$ cat src/rtl/kgp_boot_loader.sv
// Byte-stream boot loader for the MiniRISC core: collects a length-prefixed,
// XOR-checksummed image into 32-bit words, writes them to imem, then releases core reset.
module kgp_boot_loader #(
    parameter int unsigned ADDR_W = 8
) (
    input  logic              clk,
    input  logic              rst,
    input  logic              byte_valid,
    input  logic [7:0]        byte_data,
    output logic              byte_ready,
    output logic              imem_we,
    output logic [ADDR_W-1:0] imem_addr,
    output logic [31:0]       imem_wdata,
    output logic              core_rst,
    output logic              done,
    output logic              error
);

    localparam int unsigned CNT_W = ADDR_W + 1;
    localparam int unsigned CAP   = 1 << ADDR_W;

    typedef enum logic [2:0] {
        ST_LEN_HI,
        ST_LEN_LO,
        ST_DATA,
        ST_CHECK,
        ST_RUN,
        ST_ERROR
    } state_t;

    state_t             state_q, state_d;
    logic [15:0]        len_q, len_d;
    logic [7:0]         acc_q, acc_d;
    logic [CNT_W-1:0]   word_cnt_q, word_cnt_d;
    logic [1:0]         byte_idx_q, byte_idx_d;
    logic [23:0]        shift_q, shift_d;
    logic               byte_ready_q, byte_ready_d;
    logic               imem_we_q, imem_we_d;
    logic [ADDR_W-1:0]  imem_addr_q, imem_addr_d;
    logic [31:0]        imem_wdata_q, imem_wdata_d;
    logic               core_rst_q, core_rst_d;
    logic               done_q, done_d;
    logic               error_q, error_d;

    logic               xfer;
    logic [15:0]        len_n;

    // Next-state and registered-output computation
    always_comb begin
        state_d      = state_q;
        len_d        = len_q;
        acc_d        = acc_q;
        word_cnt_d   = word_cnt_q;
        byte_idx_d   = byte_idx_q;
        shift_d      = shift_q;
        imem_we_d    = 1'b0;
        imem_addr_d  = imem_addr_q;
        imem_wdata_d = imem_wdata_q;
        core_rst_d   = core_rst_q;
        done_d       = done_q;
        error_d      = error_q;
        xfer         = byte_valid && byte_ready_q;
        len_n        = {len_q[15:8], byte_data};

        case (state_q)
            ST_LEN_HI: begin
                if (xfer) begin
                    len_d   = {byte_data, len_q[7:0]};
                    acc_d   = acc_q ^ byte_data;
                    state_d = ST_LEN_LO;
                end
            end
            ST_LEN_LO: begin
                if (xfer) begin
                    len_d = len_n;
                    acc_d = acc_q ^ byte_data;
                    if (32'(len_n) > CAP) begin
                        state_d = ST_ERROR;
                        error_d = 1'b1;
                    end else if (len_n == 16'd0) begin
                        state_d = ST_CHECK;
                    end else begin
                        state_d    = ST_DATA;
                        word_cnt_d = '0;
                        byte_idx_d = 2'd0;
                    end
                end
            end
            ST_DATA: begin
                if (xfer) begin
                    acc_d      = acc_q ^ byte_data;
                    shift_d    = {shift_q[15:0], byte_data};
                    byte_idx_d = byte_idx_q + 2'd1;
                    if (byte_idx_q == 2'd3) begin
                        imem_we_d    = 1'b1;
                        imem_addr_d  = word_cnt_q[ADDR_W-1:0];
                        imem_wdata_d = {shift_q, byte_data};
                        word_cnt_d   = word_cnt_q + CNT_W'(1);
                        // Last word: its write lands next cycle while CHECK waits
                        if ((17'(word_cnt_q) + 17'd1) == 17'(len_q)) begin
                            state_d = ST_CHECK;
                        end
                    end
                end
            end
            ST_CHECK: begin
                if (xfer) begin
                    if (byte_data == acc_q) begin
                        state_d    = ST_RUN;
                        done_d     = 1'b1;
                        core_rst_d = 1'b0;
                    end else begin
                        state_d = ST_ERROR;
                        error_d = 1'b1;
                    end
                end
            end
            ST_RUN, ST_ERROR: begin
            end
            default: begin
                state_d = ST_ERROR;
                error_d = 1'b1;
            end
        endcase

        byte_ready_d = (state_d == ST_LEN_HI) || (state_d == ST_LEN_LO) ||
                       (state_d == ST_DATA)   || (state_d == ST_CHECK);
    end

    // State and output registers
    always_ff @(posedge clk) begin
        if (rst) begin
            state_q      <= ST_LEN_HI;
            len_q        <= '0;
            acc_q        <= '0;
            word_cnt_q   <= '0;
            byte_idx_q   <= '0;
            shift_q      <= '0;
            byte_ready_q <= 1'b0;
            imem_we_q    <= 1'b0;
            imem_addr_q  <= '0;
            imem_wdata_q <= '0;
            core_rst_q   <= 1'b1;
            done_q       <= 1'b0;
            error_q      <= 1'b0;
        end else begin
            state_q      <= state_d;
            len_q        <= len_d;
            acc_q        <= acc_d;
            word_cnt_q   <= word_cnt_d;
            byte_idx_q   <= byte_idx_d;
            shift_q      <= shift_d;
            byte_ready_q <= byte_ready_d;
            imem_we_q    <= imem_we_d;
            imem_addr_q  <= imem_addr_d;
            imem_wdata_q <= imem_wdata_d;
            core_rst_q   <= core_rst_d;
            done_q       <= done_d;
            error_q      <= error_d;
        end
    end

    assign byte_ready = byte_ready_q;
    assign imem_we    = imem_we_q;
    assign imem_addr  = imem_addr_q;
    assign imem_wdata = imem_wdata_q;
    assign core_rst   = core_rst_q;
    assign done       = done_q;
    assign error      = error_q;

endmodule

$ cat config.mk
export PLATFORM = sky130hd
export DESIGN_NAME = kgp_boot_loader
export DESIGN_NICKNAME = d
export VERILOG_FILES = /design/src/rtl/kgp_boot_loader.sv
export SDC_FILE = /design/constraint.sdc
export NUM_CORES = 1
export LEC_CHECK = 0
export CORE_MARGIN = 5
export CORE_UTILIZATION = 25
export CTS_CLUSTER_DIAMETER = 80
export DETAILED_ROUTE_END_ITERATION = 10
export PLACE_DENSITY = 0.46
export SYNTH_ARGS = -nofsm -noshare
export SYNTH_HDL_FRONTEND = slang
export SYNTH_SLANG_ARGS = --single-unit
$ cat constraint.sdc
create_clock -name clk -period 2 [get_ports clk]
set_input_delay 0.4 -clock clk [delete_from_list [all_inputs] [get_ports clk]]
set_output_delay 0.4 -clock clk [all_outputs]
set_load 0.005 [all_outputs]
==> flow_summary.html <==
<table>
<tr><th>Metric</th><th>Value</th></tr>
<tr><th colspan="2">Floorplan</th></tr>
<tr><td>Die area</td><td>20,400 um2</td></tr>
<tr><td>Standard-cell row count</td><td>48</td></tr>
<tr><td>Vert. Die Dim</td><td>~140 um</td></tr>
<tr><td>Core region area</td><td>roughly 17,000 um2</td></tr>
<tr><td>Initial Util</td><td>25.5%</td></tr>
<tr><td>Horizontal die dimension</td><td>143 um</td></tr>
<tr><td>Ports placed on the boundary</td><td>between 50 and 60</td></tr>
<tr><th colspan="2">Place</th></tr>
<tr><td>Number of placed cells counting well taps</td><td>~830</td></tr>
<tr><td>Count of buffers from port buffering</td><td>55</td></tr>
<tr><td>Place WS</td><td>-0.436 ns</td></tr>
<tr><td>Dpl hpwl</td><td>8.88 mm</td></tr>
<tr><td>Placer congestion estimate</td><td>between 0.8 and 0.9</td></tr>
<tr><th colspan="2">Logic synthesis</th></tr>
<tr><td>Most used flip-flop cell after synthesis</td><td>sky130_fd_sc_hd__dfxtp_1</td></tr>
<tr><td>Number of different library cells in the post-synthesis netlist</td><td>50</td></tr>
<tr><td>Netlist area before placement</td><td>between 4000 and 5000 um2</td></tr>
<tr><td>Syn nets</td><td>approximately 550</td></tr>
<tr><td>Share of synthesized registers carrying an async set or reset</td><td>0%</td></tr>
<tr><td>Area share of the largest cell type after synthesis</td><td>48.6%</td></tr>
<tr><td>Synthesis-stage register bit count</td><td>107</td></tr>
<tr><td>Warning count from the yosys run</td><td>0</td></tr>
<tr><td>Synthesized netlist cell count</td><td>between 500 and 600</td></tr>
<tr><td>Number of enable-type register cells in the synthesized netlist</td><td>0</td></tr>
<tr><td>Mean instance size in the synthesized netlist</td><td>roughly 8.2 um2</td></tr>
<tr><td>Sequential area share after synthesis</td><td>between 40% and 50%</td></tr>
<tr><td>Yosys top cell by area</td><td>sky130_fd_sc_hd__dfxtp_1</td></tr>
<tr><td>Top cells by area in the synthesized netlist</td><td>sky130_fd_sc_hd__dfxtp_1 (49%), sky130_fd_sc_hd__nand2_1 (14%), sky130_fd_sc_hd__a21oi_1 (10%)</td></tr>
<tr><th colspan="2">Layout</th></tr>
<tr><td>Post-synthesis to final-layout area growth</td><td>33.3%</td></tr>
<tr><td>Count of placed standard cells in the final layout, fillers left out</td><td>848</td></tr>
<tr><td>Area taken by multi-input logic gates</td><td>2140 um2</td></tr>
<tr><td>Total of fill cells in the finished design</td><td>about 1,900</td></tr>
<tr><td>Top library cells by usage in the layout, fill and taps aside</td><td>sky130_fd_sc_hd__nand2_1 (161), sky130_fd_sc_hd__dfxtp_1 (106), sky130_fd_sc_hd__a21oi_1 (87), sky130_fd_sc_hd__clkdlybuf4s50_1 (46), sky130_fd_sc_hd__buf_4 (44)</td></tr>
<tr><td>Post-layout util</td><td>34.0%</td></tr>
<tr><td>Number of nets at the end of the flow</td><td>632</td></tr>
<tr><td>Ant. Diodes</td><td>0</td></tr>
<tr><td>Most common library cell in the layout ignoring fill and taps</td><td>sky130_fd_sc_hd__nand2_1</td></tr>
<tr><td>Flip-flop and latch area</td><td>between 2000 and 2500 um2</td></tr>
<tr><td>Fraction of final layout cells sized beyond drive strength 1</td><td>13.6%</td></tr>
<tr><th colspan="2">STA</th></tr>
<tr><td>Worst setup margin</td><td>0.0335 ns</td></tr>
<tr><td>Post-layout min period</td><td>1.97 ns</td></tr>
<tr><td>Fraction of the cycle the final worst path needs</td><td>a little over nine tenths</td></tr>
<tr><td>Setup TNS</td><td>0 ns</td></tr>
<tr><td>Final clock skew</td><td>about 0.0067 ns</td></tr>
<tr><td>Fin. Hold Viols</td><td>0</td></tr>
<tr><td>Number of max-slew violations in the final report</td><td>0</td></tr>
<tr><td>Slew at the pin closest to its max-slew limit</td><td>around 0.48 ns</td></tr>
<tr><td>RSZ-0062 raised after global routing</td><td>true</td></tr>
<tr><td>F_max</td><td>0.509 GHz</td></tr>
<tr><td>Slew headroom</td><td>between 60% and 70%</td></tr>
<tr><td>Number of endpoints failing setup at the final stage</td><td>0</td></tr>
<tr><th colspan="2">Clock tree</th></tr>
<tr><td>Later-pin clock latency in the skew report</td><td>between 0.3 and 0.4 ns</td></tr>
<tr><td>Cts hold-fix bufs</td><td>0</td></tr>
<tr><td>Root buffer selected by CTS</td><td>sky130_fd_sc_hd__clkbuf_16</td></tr>
<tr><td>CTS sink cnt</td><td>107</td></tr>
<tr><td>CTS H-Tree Depth</td><td>3</td></tr>
<tr><td>Clock buffers created by TritonCTS</td><td>9</td></tr>
<tr><td>Clock slew seen by the registers of the worst setup and hold paths</td><td>about 0.070 ns</td></tr>
<tr><td>Buffer depth of the longest clock path</td><td>2</td></tr>
<tr><td>CTS tree</td><td>yes</td></tr>
<tr><th colspan="2">Detailed routing</th></tr>
<tr><td>Number of design-rule violations left by the first detailed-router iteration</td><td>190</td></tr>
<tr><td>Routed via count</td><td>3,838</td></tr>
<tr><td>Post-detailed-route wirelength per cell</td><td>14.5 um</td></tr>
<tr><td>Pre-Repair DR Iteration Count</td><td>4</td></tr>
<tr><td>Wire length reported by the detailed router</td><td>12.3 mm</td></tr>
<tr><td>Total DRC errors in the routed layout</td><td>0</td></tr>
<tr><td>Via density per instance</td><td>~4.5</td></tr>
<tr><td>Post-route antenna net violation count</td><td>0</td></tr>
<tr><th colspan="2">Critical path</th></tr>
<tr><td>CP arrival</td><td>2.24 ns</td></tr>
<tr><td>Worst-case reg-to-reg path depth</td><td>7</td></tr>
<tr><td>Worst Path Required</td><td>about 2.3 ns</td></tr>
<tr><td>Standard cell with the maximum stage delay on the critical path</td><td>sky130_fd_sc_hd__or4_4</td></tr>
<tr><td>Element type at the critical path end</td><td>register</td></tr>
<tr><td>Startpoint Class</td><td>input pin</td></tr>
<tr><td>Critical Setup Path Class</td><td>input pin to register</td></tr>
<tr><td>Cells along the critical path</td><td>clkdlybuf4s15_1 &gt; or4_4 &gt; or3_4 &gt; a31oi_4 &gt; clkbuf_16 &gt; o21ai_1 &gt; a21oi_1</td></tr>
<tr><td>Largest fanout of any net on the critical path</td><td>5</td></tr>
<tr><td>Worst path max stage delay</td><td>around 0.57 ns</td></tr>
<tr><th colspan="2">Pwr</th></tr>
<tr><td>Part of the total power dissipated in sequential elements</td><td>50.3%</td></tr>
<tr><td>Clock power frac</td><td>roughly two fifths</td></tr>
<tr><td>Switching power of the nets</td><td>between 0.001 and 0.0015 W</td></tr>
<tr><td>Power consumption</td><td>0.00439 W</td></tr>
<tr><td>Switching share of total power</td><td>between 20% and 30%</td></tr>
<tr><td>Static leakage</td><td>2.08 nW</td></tr>
<tr><td>Share of total power in combinational logic</td><td>9.0%</td></tr>
<tr><td>Internal power</td><td>0.00335 W</td></tr>
<tr><td>Pwr Density</td><td>746 nW/um2</td></tr>
<tr><td>Maximum vdd drop</td><td>about 400 uV</td></tr>
<tr><th colspan="2">Global routing</th></tr>
<tr><td>Remaining global-route overflow</td><td>0</td></tr>
<tr><td>Global-route wire length before repair</td><td>just under 20 mm</td></tr>
<tr><td>All-Layer GR Usage</td><td>12.2%</td></tr>
<tr><td>Pin count of the biggest net entering global routing</td><td>39</td></tr>
<tr><td>Initial antenna violation count</td><td>0</td></tr>
<tr><td>Number of global-route vias before repair</td><td>about 3,800</td></tr>
<tr><th colspan="2">Hold path</th></tr>
<tr><td>Worst hold stages</td><td>2</td></tr>
<tr><td>Class of the most critical hold timing path</td><td>register to register</td></tr>
<tr><th colspan="2">Outcome</th></tr>
<tr><td>Run status</td><td>finished clean</td></tr>
<tr><th colspan="2">Flow run</th></tr>
<tr><td>Number of maximum-capacitance constraint violations</td><td>0</td></tr>
</table>
==> cell families after synthesis <==
family / after synthesis / share of synthesized area (%)
simple gates: 233 / 23.8
compound gates: 120 / 15.4
flops: 107 / 48.6
buf+inv: 40 / 3.86
xor+xnor: 30 / 5.96
mux: 8 / 1.82
fa+ha+maj: 2 / 0.567
==> final timing paths <==
kind	start	end	slack (ns)
setup / recovery	byte_data[4]	byte_idx_q[1]$_SDFFE_PP0P_	0.03
hold / removal	shift_q[21]$_SDFFE_PP0P_	shift_q[21]$_SDFFE_PP0P_	0.46
setup reg to reg	len_q[13]$_SDFFE_PP0P_	word_cnt_q[5]$_SDFFE_PP0P_	0.04
hold reg to reg	shift_q[21]$_SDFFE_PP0P_	shift_q[21]$_SDFFE_PP0P_	0.46
==> synth_stat cells (3+ instances only) <==
| cell type | number |
|---|---|
| sky130_fd_sc_hd__nor3_1 | 4 |
| sky130_fd_sc_hd__nand4b_1 | 3 |
| sky130_fd_sc_hd__nor2_1 | 26 |
| sky130_fd_sc_hd__or3_1 | 6 |
| sky130_fd_sc_hd__o31ai_1 | 4 |
| sky130_fd_sc_hd__inv_1 | 3 |
| sky130_fd_sc_hd__a21oi_1 | 88 |
| sky130_fd_sc_hd__xor2_1 | 14 |
| sky130_fd_sc_hd__dfxtp_1 | 107 |
| sky130_fd_sc_hd__and4_1 | 3 |
| sky130_fd_sc_hd__mux2i_1 | 8 |
| sky130_fd_sc_hd__clkbuf_1 | 27 |
| sky130_fd_sc_hd__nand2_1 | 161 |
| sky130_fd_sc_hd__buf_2 | 4 |
| sky130_fd_sc_hd__buf_1 | 4 |
| sky130_fd_sc_hd__nand3b_1 | 4 |
| sky130_fd_sc_hd__nand4_1 | 6 |
| sky130_fd_sc_hd__o21ai_1 | 7 |
| sky130_fd_sc_hd__xnor2_1 | 16 |
==> state kept, by name, summed over array words and instances (netlist names) <==
signal	flops
acc_q	8
byte_idx_q	2
byte_ready	1
core_rst	1
done	1
error	1
imem_addr	8
imem_wdata	32
imem_we	1
len_q	16
shift_q	24
state_q	3
word_cnt_q	9
==> final cells by class <==
| cell class | instances | share of cell area (%) |
|---|---|---|
| tap | 225 | 4.79 |
| clock buffer | 11 | 4.13 |
| sequential | 107 | 36.5 |
| clock inverter | 4 | 0.873 |
| multi-input combinational | 393 | 36.5 |
| inverter | 3 | 0.192 |
| timing repair buffer | 105 | 17.1 |
==> per-stage QoR <==
step           hold WS, ns  area (um2)
2_1_floorplan        0.432        4420
3_3_place_gp         0.444        5500
3_5_place_dp         0.447        5500
4_1_cts              0.457        5800
5_1_grt              0.478        5880
6_report             0.456        5880
==> critical path, delay by kind of cell <==
family          cells  cell delay [ns]
simple gates        2             0.97
compound gates      3             0.48
buf+inv             2             0.40
==> what timing repair did <==
action | 4_1_cts | 5_1_grt
gates cloned | 0 | 1
endpoints found under the setup margin | 13 | 14
pin swaps | 1 | 9
hold endpoints to repair | 0 | 0
setup buffers | 1 | 0
resized for setup | 6 | 14
==> layer usage <==
layer / part of all wire, % / GRT usage, %
met1: 50 / 16.2
met2: 46 / 19.6
met3: 3.1 / 2.51
met4: 1.6 / 4.45
met5: 0 / 0
==> power by group through the flow <==
stage | Combinational (W) | Sequential, W | Clock, W
floorplan | 0.000219 | 0.00224 | 0
global placement | 0.000364 | 0.00225 | 0
detailed placement | 0.000368 | 0.00225 | 0
CTS | 0.000377 | 0.00220 | 0.00186
global route | 0.000432 | 0.00221 | 0.00195
finish | 0.000393 | 0.00221 | 0.00179
Power figures use the tool's default switching activity.
